===== src/rtl/cpu_control_fsm_if.sv =====
// Control bundle between the multicycle controller (master) and the CPU datapath (slave).
// The controller consumes the instruction word and ALU flags and drives every datapath enable/select.
interface cpu_control_fsm_if #(
    parameter int REG_WIDTH = 16
);
    logic [REG_WIDTH-1:0] instr;
    logic [4:0]           alu_flags;
    logic                 ir_en;
    logic                 pc_en;
    logic [1:0]           pc_sel;
    logic                 mem_addr_sel;
    logic                 mem_we;
    logic                 rf_we;
    logic [1:0]           muxrf_select;
    logic                 alu_a_sel;
    logic                 alu_b_sel;
    logic [3:0]           alu_op;
    logic [4:0]           psr;

    modport master (
        input  instr, alu_flags,
        output ir_en, pc_en, pc_sel, mem_addr_sel, mem_we, rf_we,
               muxrf_select, alu_a_sel, alu_b_sel, alu_op, psr
    );

    modport slave (
        output instr, alu_flags,
        input  ir_en, pc_en, pc_sel, mem_addr_sel, mem_we, rf_we,
               muxrf_select, alu_a_sel, alu_b_sel, alu_op, psr
    );
endinterface


===== src/rtl/cpu_control_fsm.sv =====
// Multicycle fetch/decode/execute sequencer for the 16-bit CPU.
// Also owns the processor status register that conditional branches and jumps test.
module cpu_control_fsm #(
    parameter int REG_WIDTH     = 16,
    parameter int REG_ADDR_BITS = 4
) (
    input  logic                  clk,
    input  logic                  reset,
    cpu_control_fsm_if.master     bus
);
    localparam logic [3:0] S_FETCH      = 4'd0;
    localparam logic [3:0] S_FETCH_WAIT = 4'd1;
    localparam logic [3:0] S_DECODE     = 4'd2;
    localparam logic [3:0] S_EXEC_R     = 4'd3;
    localparam logic [3:0] S_EXEC_I     = 4'd4;
    localparam logic [3:0] S_LOAD_ADDR  = 4'd5;
    localparam logic [3:0] S_LOAD_WB    = 4'd6;
    localparam logic [3:0] S_STORE      = 4'd7;
    localparam logic [3:0] S_BCOND      = 4'd8;
    localparam logic [3:0] S_JCOND      = 4'd9;
    localparam logic [3:0] S_PC_INC     = 4'd10;

    localparam logic [REG_ADDR_BITS-1:0] OP_RTYPE  = 'd0;
    localparam logic [REG_ADDR_BITS-1:0] OP_AND    = 'd1;
    localparam logic [REG_ADDR_BITS-1:0] OP_OR     = 'd2;
    localparam logic [REG_ADDR_BITS-1:0] OP_XOR    = 'd3;
    localparam logic [REG_ADDR_BITS-1:0] OP_MEM    = 'd4;
    localparam logic [REG_ADDR_BITS-1:0] OP_ADD    = 'd5;
    localparam logic [REG_ADDR_BITS-1:0] OP_SUB    = 'd9;
    localparam logic [REG_ADDR_BITS-1:0] OP_CMP    = 'd11;
    localparam logic [REG_ADDR_BITS-1:0] OP_BCOND  = 'd12;
    localparam logic [REG_ADDR_BITS-1:0] OP_MOV    = 'd13;
    localparam logic [REG_ADDR_BITS-1:0] OP_LUI    = 'd15;
    localparam logic [REG_ADDR_BITS-1:0] EXT_LOAD  = 'd0;
    localparam logic [REG_ADDR_BITS-1:0] EXT_STOR  = 'd4;
    localparam logic [REG_ADDR_BITS-1:0] EXT_JCOND = 'd12;

    localparam int F_C = 4;
    localparam int F_L = 3;
    localparam int F_F = 2;
    localparam int F_Z = 1;
    localparam int F_N = 0;

    logic [3:0]               state;
    logic [3:0]               state_next;
    logic [4:0]               psr_q;
    logic                     psr_load;
    logic [REG_ADDR_BITS-1:0] op;
    logic [REG_ADDR_BITS-1:0] cond;
    logic [REG_ADDR_BITS-1:0] ext;
    logic                     unused_rsrc;

    logic       ir_en_raw, pc_en_raw, mem_we_raw, rf_we_raw;
    logic [1:0] pc_sel_c, muxrf_c;
    logic       mem_addr_sel_c, alu_a_sel_c, alu_b_sel_c;
    logic [3:0] alu_op_c;

    assign op          = bus.instr[REG_WIDTH-1 -: REG_ADDR_BITS];
    assign cond        = bus.instr[REG_WIDTH-REG_ADDR_BITS-1 -: REG_ADDR_BITS];
    assign ext         = bus.instr[2*REG_ADDR_BITS-1 -: REG_ADDR_BITS];
    // Rsrc only steers the datapath's register read port, never the sequencing.
    assign unused_rsrc = ^bus.instr[REG_ADDR_BITS-1:0];

    function automatic logic is_alu_code(input logic [REG_ADDR_BITS-1:0] c);
        return c inside {OP_AND, OP_OR, OP_XOR, OP_ADD, OP_SUB, OP_CMP, OP_MOV};
    endfunction

    function automatic logic cond_taken(input logic [REG_ADDR_BITS-1:0] cc, input logic [4:0] f);
        case (cc)
            'd0:     return  f[F_Z];
            'd1:     return !f[F_Z];
            'd2:     return  f[F_C];
            'd3:     return !f[F_C];
            'd6:     return  f[F_N];
            'd7:     return !f[F_N];
            'd8:     return  f[F_F];
            'd9:     return !f[F_F];
            'd10:    return  f[F_L];
            'd11:    return !f[F_L];
            'd14:    return 1'b1;
            default: return 1'b0;
        endcase
    endfunction

    always_comb begin
        state_next = S_FETCH;
        case (state)
            S_FETCH:      state_next = S_FETCH_WAIT;
            S_FETCH_WAIT: state_next = S_DECODE;
            S_DECODE: begin
                if (op == OP_RTYPE && is_alu_code(ext))       state_next = S_EXEC_R;
                else if (is_alu_code(op) || op == OP_LUI)     state_next = S_EXEC_I;
                else if (op == OP_MEM && ext == EXT_LOAD)     state_next = S_LOAD_ADDR;
                else if (op == OP_MEM && ext == EXT_STOR)     state_next = S_STORE;
                else if (op == OP_MEM && ext == EXT_JCOND)    state_next = S_JCOND;
                else if (op == OP_BCOND)                      state_next = S_BCOND;
                else                                          state_next = S_PC_INC;
            end
            S_LOAD_ADDR:  state_next = S_LOAD_WB;
            default:      state_next = S_FETCH;
        endcase
    end

    always_comb begin
        ir_en_raw      = 1'b0;
        pc_en_raw      = 1'b0;
        mem_we_raw     = 1'b0;
        rf_we_raw      = 1'b0;
        pc_sel_c       = 2'b00;
        muxrf_c        = 2'b00;
        mem_addr_sel_c = 1'b0;
        alu_a_sel_c    = 1'b0;
        alu_b_sel_c    = 1'b0;
        alu_op_c       = 4'd0;
        case (state)
            S_FETCH_WAIT: ir_en_raw = 1'b1;
            S_EXEC_R: begin
                alu_op_c  = ext;
                pc_en_raw = 1'b1;
                if (ext == OP_MOV) begin
                    rf_we_raw = 1'b1;
                    muxrf_c   = 2'b10;
                end else if (ext != OP_CMP) begin
                    rf_we_raw = 1'b1;
                end
            end
            S_EXEC_I: begin
                alu_op_c    = op;
                alu_b_sel_c = 1'b1;
                pc_en_raw   = 1'b1;
                if (op == OP_MOV || op == OP_LUI) begin
                    rf_we_raw = 1'b1;
                    muxrf_c   = 2'b11;
                end else if (op != OP_CMP) begin
                    rf_we_raw = 1'b1;
                end
            end
            S_LOAD_ADDR: mem_addr_sel_c = 1'b1;
            S_LOAD_WB: begin
                mem_addr_sel_c = 1'b1;
                rf_we_raw      = 1'b1;
                muxrf_c        = 2'b01;
                pc_en_raw      = 1'b1;
            end
            S_STORE: begin
                mem_addr_sel_c = 1'b1;
                mem_we_raw     = 1'b1;
                pc_en_raw      = 1'b1;
            end
            // Branch target is PC + sign-extended displacement computed by the ALU.
            S_BCOND: begin
                alu_a_sel_c = 1'b1;
                alu_b_sel_c = 1'b1;
                alu_op_c    = OP_ADD;
                pc_en_raw   = 1'b1;
                pc_sel_c    = cond_taken(cond, psr_q) ? 2'b01 : 2'b00;
            end
            S_JCOND: begin
                pc_en_raw = 1'b1;
                pc_sel_c  = cond_taken(cond, psr_q) ? 2'b10 : 2'b00;
            end
            S_PC_INC: pc_en_raw = 1'b1;
            default: ;
        endcase
    end

    // Moves never touch the flags, so a compare result survives an intervening MOV/MOVI/LUI.
    assign psr_load = (state == S_EXEC_R && ext != OP_MOV) ||
                      (state == S_EXEC_I && op != OP_MOV && op != OP_LUI);

    always_ff @(posedge clk) begin
        if (!reset) begin
            state <= S_FETCH;
            psr_q <= 5'd0;
        end else begin
            state <= state_next;
            if (psr_load) psr_q <= bus.alu_flags;
        end
    end

    // Write/load strobes are suppressed the moment reset drops, even mid-instruction.
    assign bus.ir_en        = ir_en_raw  & reset;
    assign bus.pc_en        = pc_en_raw  & reset;
    assign bus.mem_we       = mem_we_raw & reset;
    assign bus.rf_we        = rf_we_raw  & reset;
    assign bus.pc_sel       = pc_sel_c;
    assign bus.muxrf_select = muxrf_c;
    assign bus.mem_addr_sel = mem_addr_sel_c;
    assign bus.alu_a_sel    = alu_a_sel_c;
    assign bus.alu_b_sel    = alu_b_sel_c;
    assign bus.alu_op       = alu_op_c;
    assign bus.psr          = psr_q;
endmodule


===== src/flat_wrapper.sv =====
// flat-port wrapper written by rule: the top's interface ports become plain ports
module cpu_control_fsm_flat 
#(
    parameter int REG_WIDTH     = 16,
    parameter int REG_ADDR_BITS = 4
)
  (clk, reset, bus_instr, bus_alu_flags, bus_ir_en, bus_pc_en, bus_pc_sel, bus_mem_addr_sel, bus_mem_we, bus_rf_we, bus_muxrf_select, bus_alu_a_sel, bus_alu_b_sel, bus_alu_op, bus_psr);
  cpu_control_fsm_if #(.REG_WIDTH(REG_WIDTH)) bus_i ();
  input  logic clk;
  input  logic reset;
  input wire logic [$bits(bus_i.instr)-1:0] bus_instr;
  input wire logic [$bits(bus_i.alu_flags)-1:0] bus_alu_flags;
  output wire logic [$bits(bus_i.ir_en)-1:0] bus_ir_en;
  output wire logic [$bits(bus_i.pc_en)-1:0] bus_pc_en;
  output wire logic [$bits(bus_i.pc_sel)-1:0] bus_pc_sel;
  output wire logic [$bits(bus_i.mem_addr_sel)-1:0] bus_mem_addr_sel;
  output wire logic [$bits(bus_i.mem_we)-1:0] bus_mem_we;
  output wire logic [$bits(bus_i.rf_we)-1:0] bus_rf_we;
  output wire logic [$bits(bus_i.muxrf_select)-1:0] bus_muxrf_select;
  output wire logic [$bits(bus_i.alu_a_sel)-1:0] bus_alu_a_sel;
  output wire logic [$bits(bus_i.alu_b_sel)-1:0] bus_alu_b_sel;
  output wire logic [$bits(bus_i.alu_op)-1:0] bus_alu_op;
  output wire logic [$bits(bus_i.psr)-1:0] bus_psr;
  assign bus_i.instr = bus_instr;
  assign bus_i.alu_flags = bus_alu_flags;
  assign bus_ir_en = bus_i.ir_en;
  assign bus_pc_en = bus_i.pc_en;
  assign bus_pc_sel = bus_i.pc_sel;
  assign bus_mem_addr_sel = bus_i.mem_addr_sel;
  assign bus_mem_we = bus_i.mem_we;
  assign bus_rf_we = bus_i.rf_we;
  assign bus_muxrf_select = bus_i.muxrf_select;
  assign bus_alu_a_sel = bus_i.alu_a_sel;
  assign bus_alu_b_sel = bus_i.alu_b_sel;
  assign bus_alu_op = bus_i.alu_op;
  assign bus_psr = bus_i.psr;
  cpu_control_fsm #(.REG_WIDTH(REG_WIDTH), .REG_ADDR_BITS(REG_ADDR_BITS)) u_core (.clk(clk), .reset(reset), .bus(bus_i));
endmodule

===== config.mk =====
export PLATFORM = sky130hd
export DESIGN_NAME = cpu_control_fsm_flat
export DESIGN_NICKNAME = d
export VERILOG_FILES = /design/src/rtl/cpu_control_fsm_if.sv /design/src/rtl/cpu_control_fsm.sv /design/src/flat_wrapper.sv
export SDC_FILE = /design/constraint.sdc
export NUM_CORES = 1
export LEC_CHECK = 0
export CAP_MARGIN = 20
export CORE_MARGIN = 2
export CORE_UTILIZATION = 61
export DETAILED_ROUTE_END_ITERATION = 8
export DONT_BUFFER_PORTS = 1
export GPL_ROUTABILITY_DRIVEN = 0
export PLACE_DENSITY = 0.78
export RECOVER_POWER = 50
export SETUP_SLACK_MARGIN = 0.15
export SLEW_MARGIN = 5
export SYNTH_ARGS = -nofsm -noshare
export SYNTH_HDL_FRONTEND = slang
export SYNTH_SLANG_ARGS = --single-unit

===== constraint.sdc =====
create_clock -name clk -period 1.99 [get_ports clk]
set_input_delay 0 -clock clk [delete_from_list [all_inputs] [get_ports clk]]
set_output_delay 0 -clock clk [all_outputs]
set_load 0.01 [all_outputs]

== Word-level counts from Yosys, hierarchy flattened ==
Cells that the tools add are included.

* Eq/ne operators: 44
* Muxes and demuxes: 28
* Bitwise gates (word level): 4
* Reduce and logical (&&, ||, !) cells: 24

{| class="wikitable"
|+ Operators by type and width
! operator !! number
|-
| $eq A4 B4 Y1 const B || 17
|-
| $eq A4 B3 Y1 const B || 10
|-
| $eq A4 B2 Y1 const B || 8
|-
| $mux W4 || 5
|-
| $ne A4 B4 Y1 const B || 5
|-
| $eq A4 B1 Y1 const B || 4
|-
| $logic_not A4 Y1 || 4
|-
| $pmux W4 S4 || 1
|-
| $reduce_bool A7 Y1 || 2
|-
| $mux W1 || 13
|-
| $pmux W4 S3 || 1
|-
| $pmux W1 S11 || 1
|-
| $mux W2 || 4
|-
| $logic_and A1 B1 Y1 || 7
|-
| $reduce_or A7 Y1 || 1
|-
| $pmux W2 S3 || 1
|-
| $logic_not A1 Y1 || 5
|-
| $and A1 B1 Y1 || 4
|-
| $pmux W2 S2 || 1
|-
| $logic_or A1 B1 Y1 || 3
|-
| $pmux W1 S3 || 1
|-
| $reduce_or A3 Y1 || 1
|-
| $reduce_or A2 Y1 || 1
|}

* Bits in registers: 9
* Bits of input ports: 23
* Output and inout port bits: 20
* Logic and storage cells: 102

== Longest topological paths before layout ==
Gate-level depths: netlist (run 1).

* Depth in word-level cells: 8
* Gate-level depth with buffers: 5
* Mapped depth without buffers: 4

== Worst setup path after synthesis (run 1) ==
Ideal clock, no wire load.

* Path type: register to register
* Start: reg u_core.state[2]
* End: reg u_core.state[1]
* Arrival time: 1.326 ns
* Setup slack: 0.597 ns
* Stages on the path, launching flop included: 6
* Period minus slack after synthesis: 1.393 ns
* Cell sequence: dfxtp_1 > buf_6 > or3b_4 > a2111oi_4 > o221ai_2 > o21ai_2

* Word-level cells in the longest chain between the ends: 2
* Elaborated cells on any way between the ends: 5

{| class="wikitable"
|+ Ends and longest elaborated chain
! element !! RTL line !! text
|-
| start, declared || cpu_control_fsm.sv:44 || <nowiki>logic [3:0] state;</nowiki>
|-
| start signal, assigned || cpu_control_fsm.sv:176 || <nowiki>state <= state_next;</nowiki>
|-
| $eq A4 B3 Y1 (tied with other cells) || cpu_control_fsm.sv:87 || <nowiki>case (state)</nowiki>
|-
| $pmux W4 S4 * || cpu_control_fsm.sv:87 ||
|}

Mark *: on every way between the ends. The rest lies on a longest branch, timed or not.
A chain may end at the register's enable or synchronous reset.

== Worst setup path in the final report (run 1) ==
* Start: reg u_core.state[1]
* End: out bus_rf_we

* Word-level cells in the longest chain between the ends: 3
* Elaborated cells on any way between the ends: 5

{| class="wikitable"
|+ Ends and longest elaborated chain
! element !! RTL line !! text
|-
| $eq A4 B3 Y1 or $eq A4 B2 Y1 (tied branches) || cpu_control_fsm.sv:115 || <nowiki>case (state)</nowiki>
|-
| $pmux W1 S3 * || cpu_control_fsm.sv:115 ||
|-
| $and A1 B1 Y1 * || cpu_control_fsm.sv:185 || <nowiki>assign bus.rf_we = rf_we_raw & reset;</nowiki>
|-
| end, declared || flat_wrapper.sv:18 || <nowiki>output wire logic [$bits(bus_i.rf_we)-1:0] bus_rf_we;</nowiki>
|}

Marked as above.

==> results of run 1 <==
## per-layer routing
metal  vias to the layer above  track usage (%)
met5                         -                0
met4                         0             19.4
met3                         6             6.96
met2                        53             43.1
met1                       453             38.6
li1                        451                -
## stage by stage
stage,cell area [sq um],utilization (%)
after floorplan,856,-
after global placement,860,66.1
after detailed placement,860,66.1
after CTS,1050,80.4
after global routing,1060,81.3
final,1060,81.3
## power by group through the flow
stage / sequential, mW / combinational, mW / clock [mW]
floorplan: 0.206 / 0.118 / 0
global placement: 0.223 / 0.111 / 0
detailed placement: 0.224 / 0.113 / 0
CTS: 0.220 / 0.143 / 0.152
global route: 0.227 / 0.162 / 0.163
finish: 0.224 / 0.148 / 0.150
## sequential cells by signal, indices dropped and copies added, names as in the netlist
register / count
u_core.bus.psr: 5
u_core.state: 4
## worst max-delay path: stages (launching register included)
cell and delay (ns):
dfxtp_1 0.63, and3b_1 0.31, a22o_1 0.20, nor2_1 0.07
o31ai_2 0.28
## cell families (layout without fill, tap and decap cells)
logic type | Yosys count | in the layout
AO/OA/AOI/OAI | 28 | 28
AND/OR/NAND/NOR | 60 | 60
buffers and inverters | 8 | 24
flip-flops | 9 | 9
multiplexers | 7 | 7
XOR/XNOR | 2 | 2
## area by class of cell
class	instances	area, sq um	area share, %
Clock buffer	4	26.3	2.48
Multi-Input combinational cell	97	648	61.2
Tap cell	15	18.8	1.77
Inverter	2	7.51	0.709
Sequential cell	9	183	17.3
Timing Repair Buffer	18	175	16.5
## what timing repair did
| item | 4_1_cts | 5_1_grt |
|---|---|---|
| hold buffers | 16 | 0 |
| gates resized for setup | 0 | 5 |
| setup buffers | 0 | 0 |
| setup endpoints to repair | 0 | 1 |
| hold endpoints to repair | 7 | 0 |
## placed cells by master (no fill, tap or decap), types with 3 or more instances in the layout
cell and n:
nand2b_1 7, dlygate4sd3_1 16, o21ai_0 3, dfxtp_1 7, nor3_1 5, nand3_1 5, a22oi_1 3, nand2_1 13
a21oi_1 6, mux2i_1 5, clkbuf_4 3, nor2_1 14
## Yosys cell counts, drive strengths merged (2+ instances only)
| library cell | count |
|---|---|
| o211ai | 2 |
| nand2b | 7 |
| nand3 | 5 |
| a22oi | 3 |
| nand2 | 13 |
| mux2i | 5 |
| a21oi | 6 |
| o31ai | 2 |
| nor3b | 3 |
| nor2 | 15 |
| buf | 2 |
| a22o | 2 |
| nor3 | 5 |
| mux2 | 2 |
| o21ai | 5 |
| clkbuf | 4 |
| and2 | 2 |
| dfxtp | 9 |
| inv | 2 |
| o221ai | 2 |
| nor2b | 2 |
| nand4b | 2 |
## worst paths after layout
kind | startpoint | end | slack (ns) | cells after the start
worst max-delay path | u_core.state[1]$_SDFF_PN0_ | bus_rf_we | 0.22 | 4
worst min-delay path | bus_instr[12] | u_core.state[1]$_SDFF_PN0_ | 0.003 | 3
worst max register to register | u_core.state[1]$_SDFF_PN0_ | u_core.bus.psr[1]$_SDFFE_PN0P_ | 0.34 | 4
worst min register to register | u_core.bus.psr[4]$_SDFFE_PN0P_ | u_core.bus.psr[4]$_SDFFE_PN0P_ | 0.53 | 2
==> metrics.cfg, run 1 <==
[timing]
setup_viol=0
slew_headroom_pct=67.3
setup_slack_ns=0.220
clock_skew_ns=0.00742
max_freq_mhz=565
hold_viol=0
period_share_pct=89.0
drv_slew=0
rsz0062_at_grt=no
fin_crit_ns=1.77
max_slew.worst_pin.slew_ns=0.487
fin_tns_setup_ns=0
worst_hold_slack_ns=0.00267

[floorplan]
start_util_pct=65.8
rows=13
die_area_sq_um=1720
die_h_microns=41.5
io_pins=43
coreArea_sq_um=1300
fp.dieW_microns=41.5

[global_routing]
antenna_found_initial=0
track_usage_pct=29.6
grt_pass1_vias=855
grt_max_degree=14
grt_pass1_wl_microns=3930
overflow=0

[synthesis]
synth_xor_area_share_pct=2.05
synth-seq-area-share_pct=21.1
synth.area.top_cells=dfxtp_1 21%, nor2_1 6.1%, mux2i_1 5.8%, nand2_1 5.7%, nand2b_1 5.1%
synth_nets=137
synth_top_family_by_area=simple AND/OR/NAND/NOR gates
yosys.cell_types.count=42
synth_edf_count=0
synth_adder_area_share_pct=0
syn_avg_cell_area_sq_um=7.51
netlist_instances=114
synth-compound-area-share_pct=26.2
synth_top_area_share_pct=21.1
synth-main-ff-cell=dfxtp_1
synth_warnings=0
syn_area_sq_um=856
ys_ff_latch=9
synth_mux_area_share_pct=8.48
synthArstFlopShare_pct=0
synth-simple-area-share_pct=37.9
yosys.area.top_type=dfxtp_1

[critical_path]
cp-end-kind=primary output
crit_fanout=13
critPathRequiredTime_ns=1.99
critical_path_class=reg2out
crit_path_start_kind=flip-flop
arrival_ns=1.77

[worst_hold_path]
worstHoldPathType=in2reg

[outcome]
outcome=finished clean

[power]
leakagePower_nw=0.397
swShare_pct=33.3
peakVddDrop_v=0.000447
pwr-share-seq_pct=42.9
p_per_area_nw_per_um2=493
p_clk_share_pct=28.8
combPwrFrac_pct=28.3
p_int_uw=348
total_power_uw=522
p_switching_uw=174

[layout]
fin_cells=145
nFillCells=95
layout.nets=154
antenna_cells=0
areaGrowthSynthToFinish_pct=23.7
drive_gt1_share_pct=12.3

[cts]
insertion_delay_ns=0.28
cts_tree=done
clkTransAtPathRegs_ns=0.07
clk_path_buf_depth=2
clock-root-buffer=clkbuf_4
h-tree-depth=1
cts.sinks=9
numCtsBuffers=3

[detailed_routing]
dr_wl_met2_microns=1160
wl_microns=2490
top_layer=met4
drt_iter0_markers=37
dr_wl_met3_microns=189
num_vias=963
ant_nets=0
met1Wirelength_microns=1070
drcViolationCount=0
firstDrtPassIters=5
routedWlPerCell_microns=17.1
viasPerCell=6.64

[place]
place_ws_ns=0.427
dpl.hpwl_microns=1520
port_buffers=0
dp.cells=125

[flow_run]
max-cap-violations=0

Power figures use the tool's default switching activity.
==> run 2: changes to the inputs <==
SETUP_SLACK_MARGIN = 0.4   (was 0.15)
==> run 2 against run 1 <==
  * Flip-flop and latch count did not move
  * Critical path depth increased by 1
  * Via count rose by 8.6%
  * Final cell count is 5.5% higher
  * Die area did not move
  * Routed wire length rose by 19%
  * Global-route usage down 0.54 points
  * Clock power increased by 4%
  * First-iteration DRC count increased by 54%
  * Combinational power up 16%
  * Clock skew fell by 0.0019 ns
  * Largest power group unchanged
  * Maximum frequency rose by 3.8%
==> metrics.cfg, run 2 (synthesis results as in run 1) <==
[worst_hold_path]
min-delay-start=bus_instr[12]
worstHoldPathType=in2reg
hold_path_depth=3  ; unchanged
holdPathEnd=u_core.state[1]$_SDFF_PN0_

[timing]
fin_crit_ns=1.71  ; -0.0646 ns
clock_skew_ns=0.00555  ; -0.00187 ns
rsz0062_at_grt=yes
setup_viol=0  ; unchanged
slew_headroom_pct=63.6  ; -3.7 points
fin_tns_setup_ns=0  ; unchanged
period_share_pct=85.7  ; -3.2 points
max_slew.worst_pin.slew_ns=0.546  ; +0.0587 ns
hold_viol=0  ; unchanged
drv_slew=0  ; unchanged
max_freq_mhz=586  ; +3.8%
worst_hold_slack_ns=0.0532  ; +0.0505 ns

[power]
swShare_pct=35.3  ; +1.9 points
combPwrFrac_pct=30.8  ; +2.5 points
p_per_area_nw_per_um2=478  ; -3.0%
p_switching_uw=195  ; +12%
total_power_uw=555  ; +6.3%
pwr-share-seq_pct=41.0  ; -1.9 points
peakVddDrop_v=0.000468  ; +4.7%
leakagePower_nw=0.451  ; +14%
p_clk_share_pct=28.2  ; -0.6 points
p_int_uw=359  ; +3.3%

[cts]
clkTransAtPathRegs_ns=0.07  ; about the same
cts_tree=done
h-tree-depth=1  ; unchanged
clk_path_buf_depth=2  ; unchanged
clock-root-buffer=clkbuf_4
insertion_delay_ns=0.28  ; about the same
numCtsBuffers=3  ; unchanged
cts.sinks=9  ; unchanged

[critical_path]
rrSetupSlack_ns=0.37  ; +0.03 ns
cpPeakStageDelay_ns=0.46  ; -0.17 ns
critPathRequiredTime_ns=1.99  ; about the same
crit_fanout=7  ; -6
cp_top_family=compound AO/OA/AOI/OAI gates
cp-end-kind=primary output
r2r_start=u_core.state[2]$_SDFF_PN0_
crit_path_start_kind=flip-flop
arrival_ns=1.71  ; -0.06 ns
critPathBufInv=1  ; +1
r2r_end=u_core.bus.psr[1]$_SDFFE_PN0P_
crit_slowest_cell=dfxtp_1
crit_chain=buf_6, and3b_2, a22o_1, o21ai_1, o31ai_2
reg2reg_depth=6  ; +2
critical_path_class=reg2out
startpoint=u_core.state[2]$_SDFF_PN0_

[global_routing]
gr-usage-met3_pct=7.83  ; +0.87 points
grt_use_met1_pct=37.2  ; -1.3 points
grt_pass1_vias=850  ; -0.58%
overflow=0  ; unchanged
track_usage_pct=29.1  ; -0.54 points
grt_pass1_wl_microns=3860  ; -1.9%
antenna_found_initial=0  ; unchanged
grt_max_degree=14  ; unchanged
use_met2_pct=41.3  ; -1.9 points
busiest_layer=met2

[flow_run]
max-cap-violations=0  ; unchanged

[floorplan]
die_h_microns=41.5  ; unchanged
io_pins=43  ; unchanged
rows=13  ; unchanged
start_util_pct=65.8  ; unchanged
coreArea_sq_um=1300  ; unchanged
die_area_sq_um=1720  ; unchanged
fp.dieW_microns=41.5  ; unchanged

[outcome]
outcome=finished clean

[layout]
areaGrowthSynthToFinish_pct=35.5
final_cell_mix=16 x dlygate4sd3_1, 14 x nor2_1, 13 x nand2_1
layout_commonest_cell=dlygate4sd3_1
layout.nets=162  ; +5.2%
largest_register_ff_count=5  ; unchanged
drive_gt1_share_pct=20.3  ; +8.0 points
finalInstanceArea_sq_um=1160  ; +9.6%
antenna_cells=0  ; unchanged
multi_input_area_sq_um=681  ; +5.0%
nFillCells=71  ; -25%
register_area_sq_um=188  ; +2.7%

[detailed_routing]
firstDrtPassIters=5  ; unchanged
num_vias=1046  ; +8.6%
wl_microns=2950  ; +19%
ant_nets=0  ; unchanged
viasPerCell=6.84  ; +2.9%
drcViolationCount=0  ; unchanged
drt_iter0_markers=57  ; +54%
routedWlPerCell_microns=19.3  ; +12%

[place]
place_area_sq_um=860  ; unchanged
dpl.hpwl_microns=1520  ; unchanged
port_buffers=0  ; unchanged

run 2: worst max path at each step:
stage                                      to  cells after the start
2_1_floorplan      u_core.state[1]$_SDFF_PN0_                      5
3_3_place_gp   u_core.bus.psr[0]$_SDFFE_PN0P_                      4
3_5_place_dp   u_core.bus.psr[4]$_SDFFE_PN0P_                      4
4_1_cts                         bus_pc_sel[0]                      4
5_1_grt                             bus_rf_we                      5
6_report                            bus_rf_we                      5
run 2: power by group through the flow:
stage / Clock (mW) / Sequential, mW / Combinational [mW]
finish: 0.156 / 0.227 / 0.171
global route: 0.170 / 0.230 / 0.183
CTS: 0.152 / 0.220 / 0.145
detailed placement: 0 / 0.224 / 0.113
global placement: 0 / 0.223 / 0.111
floorplan: 0 / 0.206 / 0.118
run 2: final cells by class:
type	count	area share (%)
clock buffers	4	2.27
inverters	2	0.647
multi-input cells	97	58.7
flip-flops and latches	9	16.2
well taps	15	1.62
repair buffers	26	20.6
run 2: worst min-delay path, cell delays in order:
cell      delay [ns]
a21oi_1         0.03
o221ai_2        0.19
o21ai_2         0.07
run 2: metrics by stage:
| stage | setup WS [ns] | utilization, % | std cells |
|---|---|---|---|
| after detailed placement | 0.427 | 66.1 | 125 |
| final | 0.284 | 89.1 | 153 |
| after global routing | 0.231 | 89.1 | 153 |
| after floorplan | 0.597 | - | 114 |
| after CTS | 0.282 | 81.3 | 145 |
| after global placement | 0.448 | 66.1 | 125 |
run 2: metal layers:
layer	part of all wire (%)	wire, microns
met1	40	1180
met2	49	1430
met3	7.3	216
met4	4.2	124
met5	0	0
run 2: repair_timing:
action,CTS,global route
pin swaps,0,5
gates resized for setup,3,17
hold buffers,16,0
setup buffers,0,8
setup endpoints to repair,4,12
hold endpoints to repair,7,0
